==> config.mk <==
export PLATFORM = sky130hd
export DESIGN_NAME = seq_detect_ctrl
export DESIGN_NICKNAME = d
export VERILOG_FILES = /design/src/rtl/seq_detect_ctrl.sv
export SDC_FILE = /design/constraint.sdc
export NUM_CORES = 1
export LEC_CHECK = 0
export ABC_AREA = 1
export BUFFER_PORTS_ARGS = -buffer_cell sky130_fd_sc_hd__buf_4
export CAP_MARGIN = 20
export CORE_MARGIN = 3
export CORE_UTILIZATION = 40
export CTS_BUF_LIST = sky130_fd_sc_hd__clkbuf_4
export DETAILED_ROUTE_END_ITERATION = 8
export GPL_TIMING_DRIVEN = 0
export PLACE_DENSITY_LB_ADDON = 0.2
export SYNTH_ARGS = -nofsm -noshare
export SYNTH_HDL_FRONTEND = slang
export SYNTH_SLANG_ARGS = --single-unit
==> constraint.sdc <==
create_clock -name clk -period 5.35 [get_ports clk]
set_clock_uncertainty 0.1 [all_clocks]
set_input_delay 1.07 -clock clk [delete_from_list [all_inputs] [get_ports clk]]
set_output_delay 1.07 -clock clk [all_outputs]
set_load 0.02 [all_outputs]
==> src/rtl/seq_detect_ctrl.sv <==
// seq_detect_ctrl: programmable serial pattern detector with arm/stop/target-count sequencer
module seq_detect_ctrl #(
  parameter int PAT_W = 8,
  parameter int CNT_W = 8,
  localparam int LEN_W = $clog2(PAT_W + 1)
) (
  input  logic             clk,
  input  logic             rst,
  input  logic             cfg_we,
  input  logic [PAT_W-1:0] cfg_pattern,
  input  logic [LEN_W-1:0] cfg_len,
  input  logic             cfg_overlap,
  input  logic [CNT_W-1:0] cfg_target,
  input  logic             start,
  input  logic             stop,
  input  logic             inp,
  input  logic             inp_valid,
  output logic             y,
  output logic             busy,
  output logic             done,
  output logic [CNT_W-1:0] match_cnt,
  output logic             cnt_sat,
  output logic             cfg_err
);
  typedef enum logic [1:0] {S_IDLE, S_RUN, S_DONE} state_t;
  state_t r_state, w_next;
  logic [PAT_W-1:0] r_pattern, r_hist, w_cand, w_mask;
  logic [PAT_W:0]   w_mask_full;
  logic [LEN_W-1:0] r_len, r_fill;
  logic             r_overlap, r_sat, r_cfg_err;
  logic [CNT_W-1:0] r_target, r_cnt, w_cnt_inc;
  logic             w_len_ok, w_hit, w_cfg_ok, w_enter_run, w_run_valid;
  assign w_cand      = {r_hist[PAT_W-2:0], inp};
  assign w_mask_full = ((PAT_W+1)'(1) << r_len) - (PAT_W+1)'(1);
  assign w_mask      = w_mask_full[PAT_W-1:0];
  assign w_len_ok    = r_fill >= (r_len - LEN_W'(1));
  assign w_run_valid = (r_state == S_RUN) & inp_valid;
  assign y           = w_run_valid & ~stop & w_len_ok & ((w_cand & w_mask) == (r_pattern & w_mask));
  assign w_cnt_inc   = r_cnt + CNT_W'(1);
  assign w_hit       = y & (r_target != '0) & (w_cnt_inc == r_target);
  assign w_cfg_ok    = (cfg_len != '0) && (cfg_len <= LEN_W'(PAT_W));
  assign w_enter_run = (w_next == S_RUN) && (r_state != S_RUN);
  always_comb begin
    w_next = stop ? S_IDLE : (start && r_state != S_RUN) ? S_RUN : w_hit ? S_DONE : r_state;
  end
  always_ff @(posedge clk) begin
    if (rst) r_state <= S_IDLE;
    else     r_state <= w_next;
  end
  always_ff @(posedge clk) begin
    if (rst) begin
      r_pattern <= PAT_W'(4'b1010);
      r_len     <= LEN_W'(4);
      r_overlap <= 1'b0;
      r_target  <= '0;
    end else if (cfg_we && r_state == S_IDLE && w_cfg_ok) begin
      r_pattern <= cfg_pattern;
      r_len     <= cfg_len;
      r_overlap <= cfg_overlap;
      r_target  <= cfg_target;
    end
    r_cfg_err <= ~rst & cfg_we & ((r_state != S_IDLE) | ~w_cfg_ok);
  end
  // a non-overlapping match discards everything received so far
  always_ff @(posedge clk) begin
    if (rst || w_enter_run || (y && !r_overlap)) begin
      r_hist <= '0;
      r_fill <= '0;
    end else if (w_run_valid) begin
      r_hist <= w_cand;
      r_fill <= (r_fill == LEN_W'(PAT_W)) ? r_fill : r_fill + LEN_W'(1);
    end
  end
  always_ff @(posedge clk) begin
    if (rst || w_enter_run) begin
      r_cnt <= '0;
      r_sat <= 1'b0;
    end else if (y) begin
      r_cnt <= (&r_cnt) ? r_cnt : w_cnt_inc;
      r_sat <= r_sat | (&w_cnt_inc);
    end
  end
  assign busy      = (r_state == S_RUN);
  assign done      = (r_state == S_DONE);
  assign match_cnt = r_cnt;
  assign cnt_sat   = r_sat;
  assign cfg_err   = r_cfg_err;
endmodule

---- Word level (Yosys, flattened, before mapping) ----
Cells that the tools add are included.
storage, ports and cells
  input port bits ......................... 28
  bits in registers ....................... 44
  output and inout port bits .............. 13
  logic and storage cells ................. 61
operators by class
  shift operators ......................... 1
  bitwise gates (word level) .............. 17
  mux-type cells .......................... 3
  magnitude comparators ................... 2
  add/sub/neg operators ................... 4
  reductions and logical operators ........ 17
  equality and inequality tests ........... 7
operator list
  operator             count
  $and 8x8->8          2
  $eq 8x8->1           2
  $reduce_and 8->1     2
  $add 8x1->8 const B  1
  $and 1x1->1          8
  $reduce_bool 8->1    1
  $shl 1x4->8 const A  1
  $sub 8x2->8 const B  1
  $logic_and 1x1->1    6
  $mux 2               3
  $not 1->1            5
  $add 4x1->4 const B  1
  $eq 2x1->1 const B   2
  $eq 4x4->1 const B   1
  $ge 4x4->1           1
  $le 4x4->1 const B   1
  $reduce_and 2->1     2
  $reduce_bool 4->1    1
  $sub 4x1->4 const B  1
  $eq 2x2->1 const B   1
  $logic_not 2->1      1
  $logic_or 1x1->1     2
  $ne 2x1->1 const B   1
  $or 1x1->1           2
  other kinds (2)      2

---- Logic depth before layout (Yosys ltp) ----
  depth after elaboration ................. 14
  mapped depth ............................ 18
  gate-level depth less buffers ........... 18

---- Worst setup path before layout ----
No wires, ideal clock.
  path kind ............................... input-to-output
  from .................................... input port inp_valid
  to ...................................... output port y
  cell stages on the path ................. 9
  slack ................................... 2.229 ns
  arrival time ............................ 1.951 ns
  cell sequence ........................... nand3_2 -> nor2_1 -> nand3_1 -> nor2_1 -> nand2_1 -> nor2_1 -> nand2_1 -> nor2_4 -> buf_6
on the way
  word-level cells in the longest chain between the ends .. 4
RTL lines
  element                    line  text
  from (decl)                17    input logic inp_valid,
  $and 1x1->1                37    assign w_run_valid = (r_state == S_RUN) & inp_valid;
  $and 1x1->1 (3 in series)  38    assign y = w_run_valid & ~stop & w_len_ok & ((w_cand & w_mask) == (r_pattern & w_mask));
  to (decl)                  18    output logic y,
No other way between the ends.

---- Final worst setup path ----
  from .................................... register r_len[0]
  to ...................................... output port y
on the way
  word-level cells in the longest chain between the ends .. 5
  elaborated cells on any way between the ends .. 9
  classes of those cells .................. add/sub (2); order compare (1); eq/ne (1); shift (1); bitwise (4)
RTL lines
  element                 line  text
  from (decl)             29    logic [LEN_W-1:0] r_len, r_fill;
  from (signal assigned)  58    r_len <= cfg_len;
  $shl 1x4->8             34    assign w_mask_full = ((PAT_W+1)'(1) << r_len) - (PAT_W+1)'(1);
  $sub 8x2->8             34
  $and 8x8->8             38
  $eq 8x8->1              38
  $and 1x1->1 (*)         38
Mark *: on every way between the ends. The rest lies on a longest branch, timed or not.

==> results by group <==
Outcome
  • Outcome: complete, no violations

Global route
  • Gr ovfl total: 0
  • First-pass GRT wire length: about 10 mm
  • Total track usage: 17.3%
  • Vias in the first global route: 2389
  • Pin count of the biggest net entering global routing: 16
  • Initial antenna violation count: 0

Timing
  • Setup_tns: 0 ns
  • Final hold violation count: 0
  • Final min period: 3.70 ns
  • Final setup vio count: 0
  • Max-slew headroom: approximately two thirds
  • Max Freq: 0.270 GHz
  • Fin. max-slew vios: 0
  • Worst hold slack: 0.380 ns
  • RSZ-0062 raised after global routing: no
  • Measured slew at the worst slew-check pin: 0.493 ns
  • Crit share post-route: between 60% and 70%

CTS
  • Clk slew on worst S/H paths: 0.15 ns
  • Clock sinks: 44
  • Post-CTS Setup Inserts: 0
  • Clock Latency Late Sink: approximately 0.38 ns
  • Clk buf depth: 2
  • TritonCTS clock tree: built
  • Hold buffer count at cts: 0
  • Root buf cell: clkbuf_4
  • CTS Buf Count: 5
  • H-Tree Depth: 2
  • Post-CTS Resized: 0

Logic synthesis
  • Ys flop type: dfxtp_1
  • Synth area leader: dfxtp_1
  • Avg Synthesized Cell Area: 6.75 um2
  • Post-Syn Nets: roughly 430
  • Sequential share of the synthesized area: between 30% and 40%
  • Synthesized area: between 0.002 and 0.003 mm2
  • Ys Warns: 0
  • EDFF count, synth: 0
  • Cell variety after synth: 26
  • Synth cell count leaders: 92 x nand2_1, 45 x inv_1, 44 x dfxtp_1, 40 x nor2_1, 35 x nand3_1
  • Post-Syn Instances: 387
  • Most frequent cell after synthesis: nand2_1
  • #FFs+latches synth: 44
  • Largest cells by area after synthesis: dfxtp_1 34%, nand2_1 13%, ha_1 6.7%
  • Async S/R FF share, synth: 0%
  • Synth top area share: 33.7%

Detailed routing
  • Drt via density: 4.92
  • DR WL/cell: between 10 and 15 um
  • Drt first-iter violations: 108
  • 1st-pass router iterations: 4
  • DR DRC count: 0
  • Post-Route WL: 6.13 mm
  • Vias: 2508
  • Antenna-violating nets left: 0

Placed design
  • DP Wirelength: 4.75 mm
  • Placer Congestion: 0.805
  • Port bufs: 40

Power
  • Pleak: 1.40 nW
  • Final Total Pwr: approximately 700 uW
  • Power per cell area: 227 mW/mm2
  • Maximum vdd drop: ~0.00018 V

Setup path
  • CP Data Arrival Time: 2.53 ns
  • Worst path max stage delay: 0.41 ns
  • CP max-delay cell: dfxtp_1
  • WP buf/inv: 4
  • CP Capture Type: output port
  • Cell family with most CP delay: adder cells
  • R2r setup slk: 2.89 ns
  • Crit-path cells: inv_1 -> ha_1 -> ha_1 -> inv_1 -> o21bai_1 -> nand3_1 -> nand3_1 -> nand2_1 -> nor2_1 -> nand2_1 -> nor2_4 -> buf_6 -> buf_4
  • Crit-path max FO: 10
  • CP Launch Type: flip-flop
  • Required @ worst endpoint: around 4.2 ns
  • Setup CP Type: flip-flop to output port

Layout
  • Area delta synth->final: 18.3%
  • ANT cells: 0
  • Nets@finish: 476
  • Share of cells above drive strength 1: 17.5%

Die
  • Std cell rows: 28
  • Starting density of the core: 42.6%
  • Area of the core: a little over 0.006 mm2
  • Die footprint: 0.00754 mm2
  • Die height: 86.8 um
  • Die X-Extent: 86.8 um
  • I/O pin count: 41

Min path
  • HP Class: flip-flop to flip-flop

Flow run
  • Max-Cap Viols: 0
## logic make-up (layout without fill, tap and decap cells)
| group | count (synthesis) | count (layout) | synth area share (%) |
|---|---|---|---|
| buffers and inverters | 58 | 106 | 9.19 |
| adder cells (fa/ha/maj) | 14 | 14 | 6.70 |
| AO/OA/AOI/OAI | 62 | 62 | 13.3 |
| XOR/XNOR | 10 | 10 | 3.35 |
| flip-flops | 44 | 44 | 33.7 |
| AND/OR/NAND/NOR | 199 | 199 | 33.8 |
## per-layer routing
metal,routed length [um],track usage (%),up-vias
met5,0,0,-
met4,76,5.67,0
met3,345,3.61,6
met2,2580,26.6,55
met1,3130,23.9,1104
li1,-,-,1343
## placed cells by master (no fill, tap or decap), drive strengths merged
cell	synthesis	routed
bufinv	0	1
dfxtp	44	44
ha	14	14
nor3	1	1
xor2	8	8
xnor2	2	2
inv	49	50
o21ai	29	29
a31oi	1	1
a21oi	24	24
clkinvlp	0	1
o211ai	3	3
nand4	12	12
o21bai	5	5
or2	1	1
nor2	52	52
nand2	97	97
buf	3	43
nand3	36	36
clkbuf	6	11
## cell type report
cell class                 count  area (um2)
inverter                      49         184
clock inverter                 3        46.3
tap                           75        93.8
buffer                         9        56.3
fill                         606        3040
timing repair buffer          40         300
multi-input combinational    285        1490
sequential                    44         881
clock buffer                   5        37.5
## worst reg2reg max path: stages (launching register included)
cell and delay [ns]:
dfxtp_1 0.41, inv_1 0.13, ha_1 0.32, ha_1 0.29, inv_1 0.04, o21bai_1 0.11, nand3_1 0.08, nand3_1 0.10
nand2_1 0.06, nor2_1 0.09, nand2_1 0.09, nor2_4 0.14, inv_2 0.06, o21bai_4 0.12, buf_6 0.19, nor2_2 0.05
## flip-flops by register name, summed over array words and instances, names as in the netlist
signal     cells
cfg_err        1
r_hist         7
r_state        2
r_len          4
match_cnt      8
r_pattern      8
r_target       8
r_fill         4
cnt_sat        1
r_overlap      1
## where the power goes
| part | total (mW) | internal, mW | switching (mW) |
|---|---|---|---|
| registers | 0.354 | 0.343 | 0.0115 |
| clock network | 0.222 | 0.100 | 0.122 |
| logic | 0.127 | 0.0529 | 0.0737 |
## final timing paths
kind / start / endpoint / depth (start not counted)
setup / recovery: r_len[0]$_SDFFE_PP0P_ / y / 13
hold / removal: r_pattern[0]$_SDFFE_PP0P_ / r_pattern[0]$_SDFFE_PP0P_ / 2
setup reg to reg: r_len[0]$_SDFFE_PP0P_ / r_fill[1]$_SDFFE_PP0P_ / 15
hold reg to reg: r_pattern[0]$_SDFFE_PP0P_ / r_pattern[0]$_SDFFE_PP0P_ / 2
## stage by stage
step	cells	worst slack, ns	util, %	cell area, um2
finish	510	1.65	50.4	3090
global route	510	1.39	50.4	3090
CTS	510	1.62	50.4	3090
detailed placement	502	1.71	49.1	3010
global placement	502	1.69	49.1	3010
floorplan	387	2.23	-	2610
Note: power is estimated with default switching activity, not from simulation.
